<file path="src/rtl/pe_pkg.sv">
// Shared types and helpers for the PE ifmap feeder path.
// State encoding and wrap-around address arithmetic.
package pe_pkg;

  typedef enum logic [1:0] {
    IDLE,
    RUN,
    DRAIN,
    DONE
  } state_e;

  // Operands are assumed already reduced, so one subtract suffices.
  function automatic logic [31:0] add_mod(
    input logic [31:0] a,
    input logic [31:0] b,
    input logic [31:0] size
  );
    logic [31:0] s;
    s = a + b;
    return (s >= size) ? s - size : s;
  endfunction

endpackage

</file>
<file path="src/rtl/circ_ptr.sv">
// Wrapping pointer over a SIZE-entry buffer with a variable step.
// Works for any SIZE, not only powers of two.
module circ_ptr
  import pe_pkg::*;
#(
  parameter int SIZE = 4,
  parameter int AW   = 2,
  parameter int IW   = 3
) (
  input  logic          clk,
  input  logic          rst,
  input  logic          clr_i,
  input  logic          en_i,
  input  logic [IW-1:0] inc_i,
  output logic [AW-1:0] ptr_o
);

  logic [AW-1:0] ptr_q;
  logic [AW-1:0] ptr_d;

  always_comb begin
    ptr_d = ptr_q;
    if (clr_i) begin
      ptr_d = '0;
    end else if (en_i) begin
      ptr_d = AW'(add_mod(32'(ptr_q),
                          32'(inc_i),
                          32'(SIZE)));
    end
  end

  always_ff @(posedge clk) begin
    if (rst) begin
      ptr_q <= '0;
    end else begin
      ptr_q <= ptr_d;
    end
  end

  assign ptr_o = ptr_q;

endmodule

</file>
<file path="src/rtl/ifmap_window_feeder.sv">
// Streams an ifmap row into a circular scratchpad and replays it
// as overlapping FILT_LEN-element windows for the PE MAC.
module ifmap_window_feeder
  import pe_pkg::*;
#(
  parameter int WIDTH      = 4,
  parameter int SIZE       = 4,
  parameter int FILT_LEN   = 3,
  parameter int ADDR_WIDTH = $clog2(SIZE),
  parameter int CNT_WIDTH  = 8
) (
  input  logic                  clk,
  input  logic                  rst,
  input  logic                  start,
  input  logic [ADDR_WIDTH-1:0] stride,
  input  logic [CNT_WIDTH-1:0]  num_windows,
  input  logic                  in_valid,
  input  logic [WIDTH-1:0]      in_data,
  output logic                  in_ready,
  output logic                  spad_wen,
  output logic [ADDR_WIDTH-1:0] spad_w_addr,
  output logic [WIDTH-1:0]      spad_din,
  output logic                  spad_ren,
  output logic [ADDR_WIDTH-1:0] spad_r_addr,
  input  logic                  mac_ready,
  output logic                  rd_valid,
  output logic                  win_last,
  output logic                  done
);

  // Occupancy and stride must be able to hold SIZE itself.
  localparam int OW = $clog2(SIZE + 1);
  localparam int KW = (FILT_LEN > 1) ? $clog2(FILT_LEN) : 1;

  state_e state_q, state_d;

  logic [OW-1:0]        stride_q, stride_d, stride_c;
  logic [CNT_WIDTH-1:0] nwin_q, nwin_d;
  logic [CNT_WIDTH-1:0] wcnt_q, wcnt_d;
  logic [KW-1:0]        k_q, k_d;
  logic [OW-1:0]        occ_q, occ_d;
  logic                 rdv_q, last_q;

  logic                  wr, rd, k_end;
  logic                  retire, last_win, clr;
  logic [ADDR_WIDTH-1:0] wptr, base;

  assign wr       = in_ready & in_valid;
  assign rd       = (state_q == RUN)
                  && (occ_q >= OW'(FILT_LEN))
                  && mac_ready;
  assign k_end    = (k_q == KW'(FILT_LEN - 1));
  assign retire   = rd & k_end;
  assign last_win = (wcnt_q == nwin_q - CNT_WIDTH'(1));
  assign clr      = (state_q == DONE);

  always_comb begin
    stride_c = OW'(stride);
    if (stride == '0) begin
      stride_c = OW'(1);
    end else if (32'(stride) > FILT_LEN) begin
      stride_c = OW'(FILT_LEN);
    end
  end

  always_ff @(posedge clk) begin
    if (rst) begin
      state_q <= IDLE;
    end else begin
      state_q <= state_d;
    end
  end

  always_comb begin
    state_d = state_q;
    unique case (state_q)
      IDLE: begin
        if (start) begin
          state_d = (num_windows == '0) ? DONE : RUN;
        end
      end
      RUN: begin
        if (retire && last_win) begin
          state_d = DRAIN;
        end
      end
      DRAIN:   state_d = DONE;
      DONE:    state_d = IDLE;
      default: state_d = IDLE;
    endcase
  end

  always_comb begin
    in_ready    = (state_q == RUN) && (occ_q < OW'(SIZE));
    spad_wen    = wr;
    spad_w_addr = wptr;
    spad_din    = in_data;
    spad_ren    = rd;
    spad_r_addr = ADDR_WIDTH'(add_mod(32'(base),
                                      32'(k_q),
                                      32'(SIZE)));
    rd_valid    = rdv_q;
    win_last    = last_q;
    done        = (state_q == DONE);
  end

  always_comb begin
    stride_d = stride_q;
    nwin_d   = nwin_q;
    wcnt_d   = wcnt_q;
    k_d      = k_q;
    occ_d    = occ_q + OW'(wr)
             - (retire ? stride_q : '0);
    if (state_q == IDLE && start) begin
      stride_d = stride_c;
      nwin_d   = num_windows;
      wcnt_d   = '0;
    end
    if (rd) begin
      k_d = k_end ? '0 : k_q + KW'(1);
    end
    if (retire) begin
      wcnt_d = wcnt_q + CNT_WIDTH'(1);
    end
    if (clr) begin
      k_d    = '0;
      occ_d  = '0;
      wcnt_d = '0;
    end
  end

  always_ff @(posedge clk) begin
    if (rst) begin
      stride_q <= OW'(1);
      nwin_q   <= '0;
      wcnt_q   <= '0;
      k_q      <= '0;
      occ_q    <= '0;
      rdv_q    <= 1'b0;
      last_q   <= 1'b0;
    end else begin
      stride_q <= stride_d;
      nwin_q   <= nwin_d;
      wcnt_q   <= wcnt_d;
      k_q      <= k_d;
      occ_q    <= occ_d;
      rdv_q    <= rd;
      last_q   <= retire;
    end
  end

  circ_ptr #(
    .SIZE (SIZE),
    .AW   (ADDR_WIDTH),
    .IW   (OW)
  ) u_wptr (
    .clk   (clk),
    .rst   (rst),
    .clr_i (clr),
    .en_i  (wr),
    .inc_i (OW'(1)),
    .ptr_o (wptr)
  );

  circ_ptr #(
    .SIZE (SIZE),
    .AW   (ADDR_WIDTH),
    .IW   (OW)
  ) u_base (
    .clk   (clk),
    .rst   (rst),
    .clr_i (clr),
    .en_i  (retire),
    .inc_i (stride_q),
    .ptr_o (base)
  );

endmodule

</file>
<file path="config.mk">
export PLATFORM = sky130hd
export DESIGN_NAME = ifmap_window_feeder
export DESIGN_NICKNAME = d
export VERILOG_FILES = /design/src/rtl/pe_pkg.sv /design/src/rtl/circ_ptr.sv /design/src/rtl/ifmap_window_feeder.sv
export SDC_FILE = /design/constraint.sdc
export NUM_CORES = 1
export LEC_CHECK = 0
export CORE_MARGIN = 3
export CORE_UTILIZATION = 40
export DETAILED_ROUTE_END_ITERATION = 12
export SYNTH_ARGS = -nofsm -noshare
export SYNTH_HDL_FRONTEND = slang
export SYNTH_SLANG_ARGS = --single-unit
</file>
<file path="constraint.sdc">
create_clock -name clk -period 7.4 [get_ports clk]
set_input_delay 1.11 -clock clk [delete_from_list [all_inputs] [get_ports clk]]
set_output_delay 1.11 -clock clk [all_outputs]
set_load 0.01 [all_outputs]
</file>
Yosys cells after proc, flatten, opt, wreduce, memory -nomap -nowiden

Cells that the tools add are included.

Flip-flop bits (word level): 32
Logic and storage cells: 58

Add/subtract/negate cells: 11
Magnitude comparators: 5
Equal/unequal tests: 7
Muxes and demuxes: 12
Bitwise operators: 2
Reduce and logical (&&, ||, !) cells: 11

Operators by type and width:

| kind                                                                   | count |
|---|---|
| 2-bit two-way mux                                                      | 8 |
| 8-bit two-way mux                                                      | 2 |
| 8-bit by 1-bit adder with 8-bit output (second input constant)         | 1 |
| 8-bit equality test                                                    | 1 |
| 8-bit logical NOT                                                      | 1 |
| 2-bit case mux with 4 select lines                                     | 1 |
| 8-bit by 1-bit subtractor with 8-bit output (second input constant)    | 1 |
| 2-bit equality test (second input constant)                            | 3 |
| 3-bit >= comparator (second input constant)                            | 2 |
| 2-bit by 1-bit subtractor with 2-bit output (second input constant)    | 3 |
| 1-bit logical AND                                                      | 5 |
| 2-bit by 3-bit adder with 4-bit output                                 | 1 |
| 4-bit by 3-bit >= comparator with 1-bit output (second input constant) | 1 |
| 2-bit logical NOT                                                      | 2 |
| 2-bit by 1-bit adder with 3-bit output (second input constant)         | 1 |
| 2-bit by 2-bit adder with 3-bit output                                 | 1 |
| 3-bit by 1-bit adder with 3-bit output                                 | 1 |
| 3-bit by 2-bit >= comparator with 1-bit output (second input constant) | 1 |
| 3-bit < comparator (second input constant)                             | 1 |
| 3-bit two-way mux                                                      | 1 |
| 3-bit subtractor                                                       | 1 |
| 2-bit by 1-bit adder with 2-bit output (second input constant)         | 1 |
| 1-bit AND                                                              | 2 |
| 2-bit by 1-bit equality test with 1-bit output (second input constant) | 1 |
| 5 further kinds                                                        | 5 |

Depth between registers and ports, before layout

Depth after elaboration: 7
Depth in mapped cells: 13
Gate-level depth less buffers: 12

Modules after synthesis

A second synthesis with hierarchy kept.

Cell total of the unflattened synthesis: 224
Area, all modules: 1888.1 um^2

By module, submodules not included:

| module              | instances | cells each | area each (um^2) | sequential area each (um^2) |
|---|---|---|---|---|
| ifmap_window_feeder | 1         | 204        | 1670.4           | 540.5 |
| circ_ptr            | 2         | 10         | 108.9            | 40.0 |

Worst setup path after synthesis

OpenSTA, ideal clock, no wires.

Path kind: input -> register
Start: in mac_ready
End: reg occ_q[2]
Setup time: 0.128 ns
Arrival: 3.018 ns
Required time: 7.272 ns
Setup slack: 4.254 ns
Stages on the path: 11
Buffers on the path: 1
Cells stage by stage: nand3_1 -> and2b_1 -> clkbuf_1 -> and2_1 -> ha_1 -> inv_1 -> ha_1 -> fa_1 -> xnor2_1 -> xnor2_1 -> nor2_1

Longest elaborated chain between the ends: 4

RTL lines:

| what                 | RTL line                   | text |
|---|---|---|
| start, declared      | ifmap_window_feeder.sv:25  | `input logic mac_ready,` |
| 1-bit logical AND    | ifmap_window_feeder.sv:51  | `&& mac_ready;` |
| 1-bit AND            | ifmap_window_feeder.sv:53  | `assign retire = rd & k_end;` |
| 3-bit two-way mux    | ifmap_window_feeder.sv:113 | `- (retire ? stride_q : '0);` |
| 3-bit subtractor     | ifmap_window_feeder.sv:113 |  |
| end signal, assigned | ifmap_window_feeder.sv:138 | `occ_q <= '0;` |
| end signal, assigned | ifmap_window_feeder.sv:146 | `occ_q <= occ_d;` |
| end, declared        | ifmap_window_feeder.sv:41  | `logic [OW-1:0] occ_q, occ_d;` |

No other way between the ends.
A chain may end at the register's enable or synchronous reset.

Final worst setup path

Start: in mac_ready
End: out spad_ren

Longest elaborated chain between the ends: 1

RTL lines:

| what              | RTL line                  | text |
|---|---|---|
| 1-bit logical AND | ifmap_window_feeder.sv:51 |  |
| end, declared     | ifmap_window_feeder.sv:23 | `output logic spad_ren,` |

No other way between the ends.

==> flow_summary.toml <==
[timing]
fin_tns_setup_ns = 0
hold_violations = 0
fin_skew_ns = 0.00874
fmax_ghz = 0.285
worst_pin_slew_ns = 0.551
fin_crit_sh_pct = 47.4
slew_headroom_pct = 63.1
slew_viol_final = 0
rsz0062_at_grt = "false"
setup_viol = 0
min_period_ns = 3.51
hold_slack_ns = 0.482

[floorplan]
die_w_um = 71.0
coreArea_um2 = 4030
io_pins = 33
die_area_um2 = 5050
start_util_pct = 42.0
fp.dieH_um = 71.0
fp-row-count = 23

[final_layout]
drive_above_1_share_pct = 4.37
num-fill-cells = 420
diodes = 0
area_growth_pct = 20.5
final_nets = 260

[detailed_routing]
wl_um = 3420
ant_nets = 0
vias_per_cell = 4.98
wl_per_cell_um = 12.2
drc_errors = 0
vias = 1390
drtPass1Iterations = 4
drtIter0Drc = 86

[clock_tree]
clock-sinks = 31
cts_hold_buf = 0
cts_setup_buffers = 0
clock_latency_ns = 0.28
cts_max_level = 2
ctsResizeCount = 0
clk_path_buf_depth = 2
cts-root-buf = "clkbuf_8"
path_clk_slew_ns = 0.06
tritoncts = "built"
cts_buffers = 5

[global_routing]
grt_pass1_vias = 1251
grtUsageTotal_pct = 14.4
grt_max_degree = 15
overflow = 0
grt_pass1_wl_um = 5690
antenna_found_initial = 0

[synthesis]
syn_inst = 208
ys_seq_elements = 31
yosysTopAreaCell = "dfxtp_1"
ys_top_cells_by_area = "dfxtp_1 (37%), ha_1 (8.9%), xnor2_1 (8.3%), a21oi_1 (7.1%), nand2_1 (6.0%)"
yosysSeqAreaShare_pct = 36.7
ys_types = 34
synth_top_cell_area_share_pct = 36.7
synth_edf_count = 0
async_flop_share_pct = 0
synth_top_flop_cell = "dfxtp_1"
syn_area_um2 = 1690
synth_warnings = 0
synthTopCellsByCount = "dfxtp_1 (31), nand2_1 (27), a21oi_1 (24), nor2_1 (19), xnor2_1 (16)"
synth_nets = 240
synth_most_common_cell = "dfxtp_1"
syn-mean-instance-area_um2 = 8.13

[worst_setup_path]
end_kind = "output pin"
crit_arrival_ns = 2.40
setup.worst_path.start_class = "primary input"
required_ns = 6.29
crit_type = "in2out"
path_max_fanout = 7

[placed_design]
io_buffers = 24
gp_congestion = 0.751
hpwl_um = 2560

[power_and_ir_drop]
power_density_nw_per_um2 = 257
power_w = 0.000525
leakagePower_nw = 0.800
vdd_drop_max_mv = 0.154

[status]
status = "complete, no violations"

[hold_path]
hp-class = "reg2reg"

[job]
cap_violations = 0
[per-stage QoR]
step / cell area, um2 / worst slack (ns) / instances / utilization [%]
final: 2040 / 3.89 / 279 / 50.6
after CTS: 2040 / 3.88 / 279 / 50.6
after detailed placement: 1940 / 3.70 / 271 / 48.1
after global routing: 2040 / 3.80 / 279 / 50.6
after global placement: 1940 / 3.78 / 271 / 48.1
after floorplan: 1690 / 4.25 / 208 / -
[registers in the layout (all words and copies together) (netlist names)]
name,flops
k_q,2
nwin_q,8
occ_q,3
rd_valid,1
state_q,2
stride_q,2
u_base.ptr_o,2
u_wptr.ptr_o,2
wcnt_q,8
win_last,1
[path summary, 6_finish.rpt]
path | startpoint | end | cells after the start | slack [ns]
worst max-delay path | mac_ready | spad_ren | 4 | 3.89
worst min-delay path | nwin_q[7] | nwin_q[7] | 2 | 0.48
worst max register to register | state_q[1] | occ_q[2] | 12 | 4.56
worst min register to register | nwin_q[7] | nwin_q[7] | 2 | 0.48
[cells in the final DEF (no fill, tap or decap), drive strengths merged]
master and instances:
a21o 2, fa 1, nor2 19, xnor2 16, nor2b 2, nand2 27
and3 4, clkbuf 8, or2 1, nand3b 4, a211oi 1, nand3 5
and2b 1, o21ai 9, o41ai 1, a41oi 2, a21oi 24, a211o 1
a31oi 1, xor2 2, ha 12, inv 12, o311a 1, or3 2
nor3b 2, nor4 4, and2 5, o31ai 1, dfxtp 31, nor3 3
nand4 1, clkdlybuf4s50 24
[final cells by class]
cell class	instances	area, um2	area share, %
Sequential cell	31	621	30.4
Multi-Input combinational cell	154	970	47.6
Tap cell	50	62.6	3.07
Clock buffer	8	100	4.91
Timing Repair Buffer	24	240	11.8
Inverter	12	45.0	2.21
[worst max-delay path, cell delays in order]
cell and delay, ns:
clkdlybuf4s50_1 0.48, nand3_1 0.18, inv_1 0.09, clkdlybuf4s50_1 0.54
[power by group]
| part | leakage (nW) | internal, W | switching [W] |
|---|---|---|---|
| clock network | 0.0515 | 0.0000848 | 0.0000622 |
| registers | 0.252 | 0.000185 | 0.0000164 |
| logic | 0.497 | 0.0000808 | 0.0000954 |
| total | 0.800 | 0.000351 | 0.000174 |
[kinds of logic after synthesis]
family,count (synthesis),synth area share (%)
buf+inv,23,5.99
xor+xnor,18,9.32
compound gates,43,14.6
flops,31,36.7
simple gates,80,23.4
fa+ha+maj,13,10.1
[routing by layer]
metal	GRT usage, %	share of wire [%]
met5	0	0
met2	20.6	43
met3	5.68	4.4
met4	5.01	1.1
met1	19.6	52
Power figures use the tool's default switching activity.
